===== src/rtl/add_serial_seq.sv =====
// Sequencer feeding the 8-bit bit-serial adder: 2-entry operand FIFO, issue/wait/capture/release FSM, result register.
// Optional sum checker enabled by defining ADD_SERIAL_SEQ_CHECK_EN (err tied low otherwise).
module add_serial_seq #(
    parameter int WAIT_CYC      = 10,
    parameter bit EN_ACTIVE_LOW = 1'b0
) (
    input  logic       clk,
    input  logic       rst,
    input  logic       in_valid,
    output logic       in_ready,
    input  logic [7:0] in_a,
    input  logic [7:0] in_b,
    output logic [7:0] add_a,
    output logic [7:0] add_b,
    output logic       add_en,
    input  logic [7:0] add_out,
    output logic       res_valid,
    input  logic       res_ready,
    output logic [7:0] res_data,
    output logic       err
);
    localparam int            CW        = $clog2(WAIT_CYC);
    localparam logic [CW-1:0] WAIT_LAST = CW'(WAIT_CYC - 1);

    typedef enum logic [2:0] {
        S_IDLE,
        S_ISSUE,
        S_WAIT,
        S_CAPTURE,
        S_RELEASE
    } state_t;

    state_t        state_q, state_d;
    logic [15:0]   fifo_mem_q [2];
    logic [15:0]   fifo_mem_d [2];
    logic          wr_ptr_q, wr_ptr_d;
    logic          rd_ptr_q, rd_ptr_d;
    logic [1:0]    count_q, count_d;
    logic [7:0]    add_a_q, add_a_d;
    logic [7:0]    add_b_q, add_b_d;
    logic [CW-1:0] wait_cnt_q, wait_cnt_d;
    logic          res_valid_q, res_valid_d;
    logic [7:0]    res_data_q, res_data_d;
    logic          push, pop, capture, en_raw;

    assign in_ready  = (count_q != 2'd2);
    assign push      = in_valid && in_ready;
    assign add_a     = add_a_q;
    assign add_b     = add_b_q;
    assign add_en    = en_raw ^ EN_ACTIVE_LOW;
    assign res_valid = res_valid_q;
    assign res_data  = res_data_q;

    always_comb begin
        state_d     = state_q;
        fifo_mem_d  = fifo_mem_q;
        wr_ptr_d    = wr_ptr_q;
        rd_ptr_d    = rd_ptr_q;
        count_d     = count_q;
        add_a_d     = add_a_q;
        add_b_d     = add_b_q;
        wait_cnt_d  = wait_cnt_q;
        res_valid_d = res_valid_q;
        res_data_d  = res_data_q;
        pop         = 1'b0;
        capture     = 1'b0;
        en_raw      = 1'b0;

        case (state_q)
            S_IDLE: begin
                if (count_q != 2'd0) begin
                    add_a_d = fifo_mem_q[rd_ptr_q][15:8];
                    add_b_d = fifo_mem_q[rd_ptr_q][7:0];
                    pop     = 1'b1;
                    state_d = S_ISSUE;
                end
            end
            S_ISSUE: begin
                en_raw     = 1'b1;
                wait_cnt_d = '0;
                state_d    = S_WAIT;
            end
            S_WAIT: begin
                wait_cnt_d = wait_cnt_q + 1'b1;
                if (wait_cnt_q == WAIT_LAST) begin
                    state_d = S_CAPTURE;
                end
            end
            S_CAPTURE: begin
                // Adder holds its result in DONE, so stalling here is safe.
                if (!res_valid_q || res_ready) begin
                    capture = 1'b1;
                    state_d = S_RELEASE;
                end
            end
            S_RELEASE: begin
                en_raw  = 1'b1;
                state_d = S_IDLE;
            end
            default: state_d = S_IDLE;
        endcase

        // A consumed result clears, but a reload in the same cycle wins.
        if (res_valid_q && res_ready) begin
            res_valid_d = 1'b0;
        end
        if (capture) begin
            res_valid_d = 1'b1;
            res_data_d  = add_out;
        end

        if (push) begin
            fifo_mem_d[wr_ptr_q] = {in_a, in_b};
            wr_ptr_d             = ~wr_ptr_q;
        end
        if (pop) begin
            rd_ptr_d = ~rd_ptr_q;
        end
        case ({push, pop})
            2'b10:   count_d = count_q + 2'd1;
            2'b01:   count_d = count_q - 2'd1;
            default: count_d = count_q;
        endcase
    end

    always_ff @(posedge clk) begin
        if (rst) begin
            state_q     <= S_IDLE;
            wr_ptr_q    <= 1'b0;
            rd_ptr_q    <= 1'b0;
            count_q     <= 2'd0;
            add_a_q     <= 8'h00;
            add_b_q     <= 8'h00;
            wait_cnt_q  <= '0;
            res_valid_q <= 1'b0;
            res_data_q  <= 8'h00;
        end else begin
            state_q     <= state_d;
            wr_ptr_q    <= wr_ptr_d;
            rd_ptr_q    <= rd_ptr_d;
            count_q     <= count_d;
            add_a_q     <= add_a_d;
            add_b_q     <= add_b_d;
            wait_cnt_q  <= wait_cnt_d;
            res_valid_q <= res_valid_d;
            res_data_q  <= res_data_d;
        end
    end

    generate
        for (genvar gi = 0; gi < 2; gi++) begin : g_fifo
            always_ff @(posedge clk) begin
                if (rst) begin
                    fifo_mem_q[gi] <= 16'h0000;
                end else begin
                    fifo_mem_q[gi] <= fifo_mem_d[gi];
                end
            end
        end
    endgenerate

`ifdef ADD_SERIAL_SEQ_CHECK_EN
    logic       err_q, err_d;
    logic [7:0] local_sum;

    always_comb begin
        local_sum = add_a_q + add_b_q;
        err_d     = err_q;
        if (capture && (local_sum != add_out)) begin
            err_d = 1'b1;
        end
    end

    always_ff @(posedge clk) begin
        if (rst) begin
            err_q <= 1'b0;
        end else begin
            err_q <= err_d;
        end
    end

    assign err = err_q;
`else
    assign err = 1'b0;
`endif

endmodule

===== config.mk =====
export PLATFORM = sky130hd
export DESIGN_NAME = add_serial_seq
export DESIGN_NICKNAME = d
export VERILOG_FILES = /design/src/rtl/add_serial_seq.sv
export SDC_FILE = /design/constraint.sdc
export NUM_CORES = 1
export LEC_CHECK = 0
export CAP_MARGIN = 20
export CELL_PAD_IN_SITES_DETAIL_PLACEMENT = 2
export CELL_PAD_IN_SITES_GLOBAL_PLACEMENT = 2
export CORE_MARGIN = 2
export CORE_UTILIZATION = 30
export CTS_CLUSTER_SIZE = 8
export DETAILED_ROUTE_END_ITERATION = 7
export PLACE_DENSITY = 0.83
export REMOVE_ABC_BUFFERS = 1
export SYNTH_ARGS = -nofsm -noshare
export SYNTH_HDL_FRONTEND = slang
export SYNTH_SLANG_ARGS = --single-unit

===== constraint.sdc =====
create_clock -name clk -period 2.3 [get_ports clk]
set_clock_uncertainty 0.05 [all_clocks]
set_input_delay 0.46 -clock clk [delete_from_list [all_inputs] [get_ports clk]]
set_output_delay 0.46 -clock clk [all_outputs]
set_load 0.02 [all_outputs]

---- Word level (Yosys, flattened, before mapping) ----
Index checks and enable logic that the tools add are counted.
word-level totals
  logic and storage cells ................. 64
  output and inout bits ................... 28
  register bits ........................... 68
  input bits .............................. 28
cells by class
  add/subtract/negate cells ............... 3
  reductions and logical operators ........ 13
  bitwise logic cells ..................... 4
  multiplexer cells ....................... 19
  order comparisons ....................... 3
  equal/unequal tests ..................... 11
operator list
  operator                                                                      count
  16-bit 2-to-1 mux                                                             4
  32-bit bitwise mux                                                            1
  16-bit demux with 1-bit select                                                1
  3-bit case mux with 4 select lines                                            1
  3-bit 2-to-1 mux                                                              3
  2-bit != test, second input constant                                          4
  4-bit case mux with 2 select lines                                            1
  2-bit nonzero test                                                            4
  1-bit 2-to-1 mux                                                              7
  3-bit by 2-bit == test with 1-bit output, second input constant               2
  4-bit by 1-bit adder with 4-bit output, second input constant                 1
  4-bit == test, second input constant                                          1
  2-bit >= comparator, second input constant                                    2
  1-bit inverter with 2-bit output                                              2
  2-bit case mux with 2 select lines                                            1
  3-bit by 1-bit == test with 1-bit output, second input constant               1
  3-bit == test, second input constant                                          1
  1-bit logical AND                                                             3
  3-bit logical NOT                                                             1
  3-bit AND reduction                                                           1
  2-bit by 1-bit adder with 2-bit output, second input constant                 1
  2-bit by 1-bit == test with 1-bit output, second input constant               1
  2-bit == test, second input constant                                          1
  2-bit by 1-bit less-than comparator with 1-bit output, second input constant  1
  other kinds (6)                                                               7

---- Longest topological paths before layout ----
Gate-level depths: netlist (run 1).
  depth in word-level cells ............... 6
  gate-level depth with buffers ........... 8
  gate-level depth less buffers ........... 6

---- Worst setup path after synthesis (run 1) ----
Ideal clock, no wire load.
  kind .................................... register to register
  start point ............................. register state_q[2]
  end point ............................... register count_q[1]
  path buffers ............................ 2
  setup time .............................. 0.070 ns
  data arrival time ....................... 1.894 ns
  slack ................................... 0.286 ns
  data required time ...................... 2.180 ns
  period minus slack after synthesis ...... 2.014 ns
  cell stages (with the launch flop) ...... 8
  cells stage by stage .................... dfxtp_1 or2_1 buf_2 nor3_4 buf_4 ha_1 or3_1 a21oi_1
between the ends
  longest elaborated chain between the ends .. 4
  elaborated cells between the ends (all ways) .. 6
  those cells by class .................... eq/ne: 2; mux: 2; reduce/logical: 2
RTL lines
  element                                                                           line  source
  start, declared                                                                   33    state_t state_q, state_d;
  start signal, assigned                                                            138   state_q <= state_d;
  3-bit logical NOT *                                                               69    case (state_q)
  1-bit 2-to-1 mux *                                                                69
  named net pop                                                                     44    logic push, pop, capture, en_raw;
  2-bit by 1-bit == test with 1-bit output / 2-bit == test (equally long branches)  119   case ({push, pop})
  2-bit case mux with 2 select lines / 2-bit nonzero test (equally long branches)   -
  end signal, assigned                                                              141   count_q <= count_d;
  end, declared                                                                     38    logic [1:0] count_q, count_d;
Mark *: on every way through the listed nets, which the timed path passes. The rest lies on a longest branch.
A chain may end at the register's enable or synchronous reset.

---- Worst setup path in the final report (run 1) ----
  start point ............................. register count_q[0]
  end point ............................... output in_ready
between the ends
  longest elaborated chain between the ends .. 1
RTL lines
  element        line  source
  2-bit != test  46    assign in_ready = (count_q != 2'd2);
  end, declared  10    output logic in_ready,
Every way passes these cells.

==> results of run 1 <==
-- layout make-up --
type                       count  area, µm²
fill                        1019       5590
sequential                    68       1360
multi-input combinational    218       1290
timing repair buffer          62        608
clock buffer                  14        153
tap                          111        139
clock inverter                 2       10.0
inverter                       2       7.51
-- kinds of logic (layout without fill, tap and decap cells) --
logic type | Yosys count | count (layout) | synth area share (%)
compound gates | 65 | 65 | 16.1
xor+xnor | 4 | 4 | 1.25
fa+ha+maj | 3 | 3 | 1.34
buf+inv | 27 | 80 | 5.20
flops | 68 | 68 | 48.7
mux | 24 | 24 | 8.60
other cells | 1 | 1 | 0.134
simple gates | 121 | 121 | 18.7
-- per-layer routing --
metal / wire (µm) / vias to the layer above / share of wire, % / global-route usage (%)
met2: 3820 / 43 / 51 / 28.2
met5: 0 / - / 0 / 0
met3: 330 / 11 / 4.4 / 4.02
met1: 3170 / 1128 / 43 / 17.8
li1: - / 1142 / - / -
met4: 99 / 0 / 1.3 / 5.37
-- tightest hold or removal path, stage by stage (launching register included) --
cell     delay (ns)
dfxtp_1        0.31
nand2_1        0.05
a21oi_1        0.05
-- timing repair --
item                                    4_1_cts  5_1_grt
resized for setup                             0        1
buffers inserted                              0        0
endpoints found under the setup margin        0        1
-- sequential cells by signal, indices dropped and copies added (netlist names) --
register,flops
add_a,8
add_b,8
count_q,2
fifo_mem_q,32
rd_ptr_q,1
res_data,8
res_valid,1
state_q,3
wait_cnt_q,4
wr_ptr_q,1
-- final timing paths --
path / start / end / slack, ns / depth (start not counted)
max: count_q[0] / in_ready / 0.14 / 2
min: fifo_mem_q[13] / fifo_mem_q[13] / 0.41 / 2
max reg2reg: state_q[2] / add_b[7] / 0.48 / 5
min reg2reg: fifo_mem_q[13] / fifo_mem_q[13] / 0.41 / 2
-- placed cells by master (no fill, tap or decap), types with 2 or more instances in the layout --
master,netlist,final
nand2_1,69,69
ha_1,3,3
mux2i_1,24,24
nor2_2,2,2
a22oi_1,2,2
a211oi_2,12,12
nand2b_1,3,3
clkbuf_1,8,4
dfxtp_1,68,67
nor2b_1,3,3
a21oi_1,38,38
a211oi_1,4,4
and3_1,2,2
clkbuf_8,0,10
nand3_1,3,3
clkinv_2,0,2
inv_1,2,2
o21ai_0,3,3
buf_4,4,7
clkdlybuf4s50_1,0,53
xnor2_1,3,3
nor2_1,30,30
-- per-stage QoR --
step	cells	setup TNS (ns)
after CTS	477	0
after global routing	477	0
after global placement	461	0
after detailed placement	461	0
after floorplan	288	-0.222
final	477	0
-- power breakdown --
group | switching [mW] | internal, mW | total, mW
combinational | 0.939 | 0.734 | 1.67
clock | 0.428 | 0.420 | 0.847
sequential | 0.182 | 1.41 | 1.60
==> results.yml, run 1 <==
sta:
  slew_viol_final: 0
  period_share_pct: 94.0
  setup_viol: 0
  relSlewSlack_pct: 61.7
  period_needed_ns: 2.16
  rsz0062_at_grt: "no"
  max_freq_mhz: 463
  tightestPinTransition_ns: 0.574
  worst_slack_ns: 0.139
  hold_violations: 0
  hold_ws_ns: 0.410
clock_network:
  cts_root_buffer: "clkbuf_8"
  cts_buffers: 9
  cts_hold_buf: 0
  cts_tree: "built"
  clock_sinks: 68
  cts.clk_slew.worst_paths_ns: 0.07
  cts_buffer_depth: 2
  cts.htree.levels: 3
  clk_latency_ns: 0.33
floorplan:
  io_pins: 56
  die_h_um: 101
  die_w_um: 101
  core_um2: 9150
  initial_utilization_pct: 30.5
  die-area_um2: 10100
  num_rows: 35
layout:
  finish.utilization_pct: 39.0
  syn2layout_area_growth_pct: 27.7
  antenna_cells: 0
  layout-drive-gt1-share_pct: 10.4
  finalInstanceArea_um2: 3570
  fin_nets: 392
grt:
  grt_pass1_vias: 2542
  gr-total-overflow: 0
  antenna_found_initial: 0
  grt_max_degree: 43
  grt_pass1_wl_um: 12400
  gr-usage-all-layers_pct: 15.6
outcome:
  status: "finished clean"
detailed_routing:
  via_per_inst: 4.87
  vias: 2324
  avgRoutedWirePerCell_um: 15.6
  drtPass1Iterations: 4
  drt_first_iter_violations: 48
  postRouteAntennaNets: 0
  drt_wl_total_um: 7420
  drc_errors: 0
synthesis:
  synth_async_sr_flop_share_pct: 0
  synth-edff-count: 0
  ys_warn_count: 0
  netlist_top_cells_count: "69 x nand2_1, 68 x dfxtp_1, 38 x a21oi_1"
  syn_inst: 313
  synth.most_common_cell: "nand2_1"
  syn_area_um2: 2790
  synthTopCellsByArea: "dfxtp_1 49%, nand2_1 9.3%, mux2i_1 8.6%"
  yosysTopAreaCellShare_pct: 48.7
  yosysTopAreaCell: "dfxtp_1"
  synthDistinctLibCells: 41
  synthFlopType: "dfxtp_1"
  ys_ff_latch: 68
  syn_avg_cell_area_um2: 8.93
  yosysSeqAreaShare_pct: 48.7
critical_path:
  critPathLaunchType: "flop"
  end_kind: "output port"
  cp_slowest_stage_delay_ns: 0.64
  cpLargestDelayFamily: "buffers and inverters"
  critPathMaxFanout: 6
  path_class: "reg2out"
  crit_slowest_cell: "clkdlybuf4s50_1"
  worst_ep_arrival_time_ns: 1.65
  crit_chain: "nand2b_1 -> clkdlybuf4s50_1"
  critPathRequiredTime_ns: 1.79
  path_buf_inv: 1
placed_design:
  dp_hpwl_um: 4960
  dp_slack_ns: 0.218
  gp_congestion: 0.739
  numPortBuffers: 54
  placed_cell_area_um2: 3400
power:
  powerDensity_nw_per_um2: 1150
  irDropWorstVdd_mv: 0.404
  power.total_mw: 4.12
  power_leakage_nw: 1.23
worst_hold_path:
  hp-class: "reg2reg"
flow_run:
  max_cap_viol_count: 0
Power figures use the tool's default switching activity.
==> inputs of run 2 (changes only) <==
--- a/config.mk
+++ b/config.mk
@@ -5,11 +5,11 @@
 export SDC_FILE = /design/constraint.sdc
 export NUM_CORES = 1
 export LEC_CHECK = 0
-export CAP_MARGIN = 20
 export CELL_PAD_IN_SITES_DETAIL_PLACEMENT = 2
 export CELL_PAD_IN_SITES_GLOBAL_PLACEMENT = 2
 export CORE_MARGIN = 2
 export CORE_UTILIZATION = 30
+export CTS_BUF_LIST = sky130_fd_sc_hd__clkbuf_2 sky130_fd_sc_hd__clkbuf_4 sky130_fd_sc_hd__clkbuf_8
 export CTS_CLUSTER_SIZE = 8
 export DETAILED_ROUTE_END_ITERATION = 7
 export PLACE_DENSITY = 0.83
==> run 2 against run 1 <==
  * Die area is the same
  * Total power increased by 0.96%
  * Sequential power hardly changed
  * Fmax hardly changed
  * Cell count is the same
  * Combinational power hardly changed
  * Worst setup slack got worse by 0.00067 ns
  * Worst hold slack worse by 0.0011 ns
  * Non-clock buffer count unchanged
  * Flip-flop and latch count is the same
  * Register-to-register slack improved by 0.02 ns
  * Critical path type unchanged
  * Largest cell class unchanged
==> results.yml, run 2 (synthesis results as in run 1) <==
outcome:
  status: "finished clean"
sta:
  setup_viol: 0
  rsz0062_at_grt: "no"
  period_share_pct: 94.0
  tightestPinTransition_ns: 0.567
  finalSetupTns_ns: 0
  slew_viol_final: 0
  period_needed_ns: 2.16
  relSlewSlack_pct: 62.2
  hold_ws_ns: 0.409
  hold_violations: 0
  max_freq_mhz: 463
grt:
  gr-total-overflow: 0
  grt_pass1_wl_um: 12500
  grt_max_degree: 43
  grt_pass1_vias: 2572
  antenna_found_initial: 0
  gr-usage-all-layers_pct: 15.8
detailed_routing:
  wl_met2_um: 3900
  drc_errors: 0
  via_per_inst: 4.88
  postRouteAntennaNets: 0
  avgRoutedWirePerCell_um: 15.6
  vias: 2329
  drtPass1Iterations: 4
  drt_first_iter_violations: 44
  drt_wl_total_um: 7460
  wl_met1_um: 3160
  maxUsedRoutingLayer: "met4"
  wl_met3_um: 324
critical_path:
  critPathMaxFanout: 6
  critPathLaunchType: "flop"
  critPathRequiredTime_ns: 1.79
  path_class: "reg2out"
  worst_ep_arrival_time_ns: 1.65
  r2r_slack_ns: 0.50
  end_kind: "output port"
clock_network:
  cts_buffer_depth: 2
  cts_root_buffer: "clkbuf_8"
  cts_buffers: 9
  clk_latency_ns: 0.33
  cts.htree.levels: 3
  clock_sinks: 68
  cts_tree: "built"
  cts.clk_slew.worst_paths_ns: 0.07
floorplan:
  core_um2: 9150
  die-area_um2: 10100
  io_pins: 56
  initial_utilization_pct: 30.5
  num_rows: 35
  die_h_um: 101
  die_w_um: 101
power:
  power_leakage_nw: 1.24
  power.total_mw: 4.16
  irDropWorstVdd_mv: 0.403
  powerDensity_nw_per_um2: 1160
flow_run:
  max_cap_viol_count: 0
layout:
  fin_nets: 392
  fill_cells: 1014
  largest_reg_flops: 32
  layout-drive-gt1-share_pct: 11.5
  layout.cells.non_filler: 477
  syn2layout_area_growth_pct: 28.2
  final_common_cell: "nand2_1"
  antenna_cells: 0
  final_cell_mix: "69 x nand2_1, 67 x dfxtp_1, 53 x clkdlybuf4s50_1"
  top_register: "fifo_mem_q"
placed_design:
  placed_cells: 461
  dp_hpwl_um: 4960
  gp_congestion: 0.739
  numPortBuffers: 54
worst_hold_path:
  hp-class: "reg2reg"
run 2: changes by cell type in the layout (fill, tap and decap cells not counted):
cell,previous run,this run
clkbuf_1,4,0
clkbuf_4,0,4
run 2: cell type report:
class / instances / area (µm²) / share of cell area, %
Clock buffer: 14 / 168 / 4.68
Clock inverter: 2 / 10.0 / 0.279
Inverter: 2 / 7.51 / 0.210
Multi-Input combinational cell: 218 / 1290 / 35.9
Sequential cell: 68 / 1360 / 38.0
Tap cell: 111 / 139 / 3.88
Timing Repair Buffer: 62 / 608 / 17.0
run 2: layer usage:
metal,vias up,track usage [%]
li1,1142,-
met1,1136,18.0
met2,42,28.7
met3,9,4.02
met4,0,5.37
met5,-,0
run 2: repair_timing:
item / CTS / global route
endpoints found under the hold margin: 0 / 0
gates resized for setup: 0 / 1
setup buffers: 0 / 0
hold buffers: 0 / 0
endpoints found under the setup margin: 0 / 1
run 2: critical path: stages, from the launching register on:
cell,delay (ns)
dfxtp_1,0.43
nand2b_1,0.25
clkdlybuf4s50_1,0.64
run 2: metrics by stage:
step	cell area [µm²]	utilization, %	setup slack [ns]
detailed placement	3400	37.2	0.218
floorplan	2660	-	-0.222
global route	3580	39.1	0.0462
finish	3580	39.1	0.138
global placement	3400	37.2	0.293
CTS	3580	39.1	0.0521
run 2: final timing paths:
kind	from	endpoint	cells after the start
worst max-delay path	count_q[0]	in_ready	2
worst min-delay path	fifo_mem_q[13]	fifo_mem_q[13]	2
worst min register to register	fifo_mem_q[13]	fifo_mem_q[13]	2
worst max register to register	state_q[2]	add_b[7]	5
run 2: power breakdown:
group	total (mW)	internal (mW)	leakage [nW]	switching, mW
registers	1.60	1.41	0.556	0.183
logic	1.67	0.734	0.585	0.932
clock network	0.893	0.467	0.0981	0.426
total	4.16	2.62	1.24	1.54
==> inputs of run 3 (changes only) <==
--- a/config.mk
+++ b/config.mk
@@ -7,7 +7,6 @@
 export LEC_CHECK = 0
 export CELL_PAD_IN_SITES_DETAIL_PLACEMENT = 2
 export CELL_PAD_IN_SITES_GLOBAL_PLACEMENT = 2
-export CORE_MARGIN = 2
 export CORE_UTILIZATION = 30
 export CTS_BUF_LIST = sky130_fd_sc_hd__clkbuf_2 sky130_fd_sc_hd__clkbuf_4 sky130_fd_sc_hd__clkbuf_8
 export CTS_CLUSTER_SIZE = 8
==> run 3 against run 2 <==
  * Global-route usage up 0.89 points
  * Cell area up 1.6%
  * Clock power is 29% higher
  * Highest routed layer unchanged
==> results.yml, run 3 (synthesis results as in run 1) <==
clock_network:
  cts_root_buffer: "clkbuf_8"
  cts_buffer_depth: 2
  clk_latency_ns: 0.34
  clock_sinks: 68
  cts_buffers: 9
  cts.htree.levels: 3
  cts.clk_slew.worst_paths_ns: 0.08
  cts_tree: "built"
worst_hold_path:
  holdPathStages: 2
  min_to: "fifo_mem_q[18]"
  hold_start: "fifo_mem_q[18]"
  hp-class: "reg2reg"
critical_path:
  path_buf_inv: 1
  rr_startpoint: "state_q[2]"
  critPathRequiredTime_ns: 1.79
  timing.rr.end: "count_q[1]"
  reg2regPathDepth: 5
  crit_chain: "nand2b_1 -> clkdlybuf4s50_1"
  cp.depth: 2
  end_kind: "output port"
  critPathLaunchType: "flop"
  crit_slowest_cell: "clkdlybuf4s50_1"
  cp_slowest_stage_delay_ns: 0.64
  cpLargestDelayFamily: "buffers and inverters"
  path_class: "reg2out"
  worst_ep_arrival_time_ns: 1.66
  r2r_slack_ns: 0.52
  critPathMaxFanout: 6
sta:
  period_needed_ns: 2.17
  setup_viol: 0
  period_share_pct: 94.3
  slew_viol_final: 0
  rsz0062_at_grt: "no"
  hold_violations: 0
  max_freq_mhz: 461
  worst_slack_ns: 0.131
  finalSetupTns_ns: 0
grt:
  grt_max_degree: 34
  gr-usage-all-layers_pct: 16.7
  antenna_found_initial: 0
  gr-total-overflow: 0
  grt_pass1_wl_um: 12800
  grt_pass1_vias: 2644
detailed_routing:
  drt_wl_total_um: 7510
  drt_first_iter_violations: 40
  drc_errors: 0
  avgRoutedWirePerCell_um: 15.8
  via_per_inst: 4.98
  vias: 2365
  drtPass1Iterations: 6
  postRouteAntennaNets: 0
placed_design:
  placed_cell_area_um2: 3410
  placed_cells: 459
  dp_slack_ns: 0.246
  gp_congestion: 0.651
  numPortBuffers: 54
  dp_hpwl_um: 5010
layout:
  finalInstanceArea_um2: 3640
  layout-drive-gt1-share_pct: 11.7
  top_register: "fifo_mem_q"
  final_cell_mix: "69 x nand2_1, 67 x dfxtp_1, 53 x clkdlybuf4s50_1"
  fin_nets: 393
  syn2layout_area_growth_pct: 30.3
  final_common_cell: "nand2_1"
  antenna_cells: 0
  fill_cells: 1001
  largest_reg_flops: 32
  layout.cells.non_filler: 475
outcome:
  status: "finished clean"
power:
  powerDensity_nw_per_um2: 1220
  power_leakage_nw: 1.26
  irDropWorstVdd_mv: 0.371
floorplan:
  num_rows: 34
  die-area_um2: 9700
  initial_utilization_pct: 31.6
  die_w_um: 98.5
  die_h_um: 98.5
  io_pins: 56
  core_um2: 8850
flow_run:
  max_cap_viol_count: 0
==> run 3: changes by cell type in the layout (fill, tap and decap cells not counted) <==
| cell | change |
|---|---|
| clkbuf_4 | -4 |
| bufinv_16 | +2 |
| buf_4 | +1 |
| clkinvlp_4 | +1 |
| inv_6 | +3 |
| clkinv_2 | -2 |
==> run 3: layout make-up <==
cell class	count	area (µm²)	area share (%)
clock inverters	6	93.8	2.58
well taps	108	135	3.71
flip-flops and latches	68	1360	37.4
clock buffers	10	138	3.78
repair buffers	63	616	16.9
inverters	2	7.51	0.206
multi-input cells	218	1290	35.4
==> run 3: worst reg2reg max path, stage by stage (launching register included) <==
cell     delay, ns
dfxtp_1       0.38
or2_1         0.34
nor3_4        0.16
ha_1          0.29
or3_1         0.36
a21oi_1       0.14
==> run 3: report_power, final <==
group	total (mW)	switching [mW]	leakage (nW)	internal, mW
sequential	1.59	0.181	0.556	1.41
combinational	1.68	0.947	0.590	0.736
clock	1.15	0.499	0.114	0.652
==> run 3: worst max-delay path by stage <==
| stage | start | end | slack, ns |
|---|---|---|---|
| detailed placement | in_valid | count_q[1] | 0.25 |
| global route | count_q[0] | in_ready | 0.05 |
| floorplan | state_q[0] | count_q[1] | -0.22 |
| global placement | res_ready | res_data[2] | 0.29 |
| finish | count_q[0] | in_ready | 0.13 |
| CTS | state_q[0] | add_en | 0.02 |
==> run 3: layer usage <==
layer / up-vias / GRT usage, % / wire length (µm)
li1: 1146 / - / -
met2: 47 / 29.3 / 3760
met3: 5 / 4.33 / 303
met1: 1167 / 20.1 / 3380
met4: 0 / 5.17 / 66
met5: - / 0 / 0
==> run 3: what timing repair did <==
action / CTS / global route
hold buffers: 0 / 0
setup buffers: 0 / 0
gates resized for setup: 0 / 1
setup endpoints to repair: 0 / 1
==> run 3: metrics by stage <==
stage                     hold WS [ns]  total power [mW]  utilization [%]
after floorplan                  0.380              2.64                -
after global placement           0.392              3.25             38.5
after detailed placement         0.402              3.33             38.5
after CTS                        0.417              4.51             41.1
after global routing             0.434              4.72             41.1
final                            0.414              4.43             41.1
==> variant (config.mk and constraints of run 1) <==
Change the parameter `WAIT_CYC` from 10 to 12.
--- a/src/rtl/add_serial_seq.sv
+++ b/src/rtl/add_serial_seq.sv
@@ -1,7 +1,7 @@
 // Sequencer feeding the 8-bit bit-serial adder: 2-entry operand FIFO, issue/wait/capture/release FSM, result register.
 // Optional sum checker enabled by defining ADD_SERIAL_SEQ_CHECK_EN (err tied low otherwise).
 module add_serial_seq #(
-    parameter int WAIT_CYC      = 10,
+    parameter int WAIT_CYC      = 12,
     parameter bit EN_ACTIVE_LOW = 1'b0
 ) (
     input  logic       clk,
Function: same outputs for any inputs over 10 cycles, from zero or initial values and one cycle with rst high; that may be too few to reach the edited logic, so the function may still have changed.
==> variant against run 1 <==
Non-clock buffer count increased by 1. Sequential share of layout area is 0.71 points lower. Largest power group unchanged. Critical endpoint unchanged. Wire length up 3.6%. Final area grew 1.9%. Power up 7.7%. Worst setup slack improved by 0.015 ns. Largest cell class unchanged. Sequential cell count did not move. Area after synthesis down 0.22%. Worst hold slack improved by 0.00082 ns. Fmax rose by 0.71%.
==> variant: results (changes against run 1) <==
| Metric | Value |
|---|---|
| Post-Synthesis Cells | 312 (-0.32%) |
| R2r setup slk | 0.48 ns (about the same) |
| RR Endpoint | count_q[1] |
| Hold Path End | fifo_mem_q[0] |
| Share of cells above drive strength 1 | 11.7% (+1.4 points) |
| LEAKAGE | 1.25 nW (+2.1%) |
| Worst slack at placement | 0.187 ns (-0.0314 ns) |
| Final Wtd Congestion | 0.787 (+6.5%) |
| Compound-Gate Fraction of Synth Area | 16.1% (+0.036 points) |
| Iter 0 DRT Violations | 66 (+38%) |
| Vias in the first global route | 2626 (+3.3%) |
| Adder-Cell Fraction of Synth Area | 0.898% (-0.45 points) |
| Worst-skew pair later-pin latency | 0.35 ns (+0.02 ns) |
| Area after DPL | 3400 um^2 (-0.15%) |
| Post-synthesis sequential area ratio | 48.8% (+0.11 points) |
| # fillers | 1038 (+1.9%) |
| Largest net degree at the start of global routing | 69 (+60%) |
| CP Max Fanout | 6 (unchanged) |
| All-layer global routing usage | 16.6% (+0.97 points) |
| Synth Area in XOR/XNOR | 1.26% (+0.0028 points) |
| First-pass GRT wire length | 13000 um (+4.7%) |
| Starting Density | 30.6% (+0.078 points) |
| Synth area leaders | dfxtp_1, nand2_1, mux2i_1 |
| Drt wl/cell | 16.1 um (+3.6%) |
| DP Wirelength | 5100 um (+3.0%) |
| Max VDD drop | 0.483 mV (+20%) |
| Hold WS | 0.411 ns (+0.000821 ns) |
| Crit path DAT | 1.64 ns |
| Number of vias per cell | 4.99 (+2.5%) |
| Nets@finish | 391 (-0.26%) |
| Final hold vios | 0 (unchanged) |
| Min-delay src | fifo_mem_q[0] |
| Largest delay share family, worst path | buffers and inverters |
| Proportion of synthesized area in mux cells | 8.62% (+0.019 points) |
| Status | completed |
| Min cycle time layout | 2.15 ns (-0.0153 ns) |
| Routed WL | 7690 um (+3.6%) |
variant: final cells by class:
type	count	area [um^2]	share of cell area, %
Tap cell	111	139	3.82
Clock buffer	11	151	4.17
Inverter	2	7.51	0.207
Timing Repair Buffer	63	616	16.9
Sequential cell	68	1360	37.5
Multi-Input combinational cell	217	1270	35.1
Clock inverter	5	83.8	2.31
variant: worst max path at each step:
| stage | end | from | depth (start not counted) |
|---|---|---|---|
| floorplan | count_q[1] | state_q[0] | 5 |
| CTS | in_ready | count_q[0] | 2 |
| detailed placement | count_q[1] | in_valid | 5 |
| global placement | res_data[3] | res_ready | 5 |
| finish | in_ready | count_q[0] | 2 |
| global route | in_ready | count_q[0] | 2 |
variant: report_power, final:
part | switching [mW] | total (mW) | internal, mW
sequential | 0.182 | 1.60 | 1.41
clock | 0.491 | 1.16 | 0.672
combinational | 0.937 | 1.68 | 0.738
total | 1.61 | 4.43 | 2.82
variant: routing by layer:
metal | up-vias | GRT usage [%] | part of all wire, %
met2 | 47 | 29.1 | 51
met5 | - | 0 | 0
li1 | 1144 | - | -
met4 | 0 | 5.37 | 1.4
met3 | 11 | 5.08 | 4.1
met1 | 1179 | 19.3 | 44
variant: cell families after synthesis:
logic type      after synthesis
simple gates                121
flops                        68
compound gates               65
buf+inv                      27
mux                          24
xor+xnor                      4
fa+ha+maj                     2
other cells                   1
variant: worst reg2reg max path, stage by stage, from the launching register on:
cell     delay (ns)
dfxtp_1        0.38
or2_1          0.35
nor3_4         0.16
ha_1           0.28
or3_1          0.36
a21oi_1        0.16
variant: timing repair:
item	in CTS	in global routing
endpoints found under the hold margin	0	0
resized for setup	1	0
setup endpoints to repair	1	0
variant: stage by stage:
stage          TNS [ns]  util, %
4_1_cts               0     39.9
5_1_grt               0     39.9
2_1_floorplan    -0.237        -
3_3_place_gp          0     37.3
6_report              0     39.9
3_5_place_dp          0     37.3
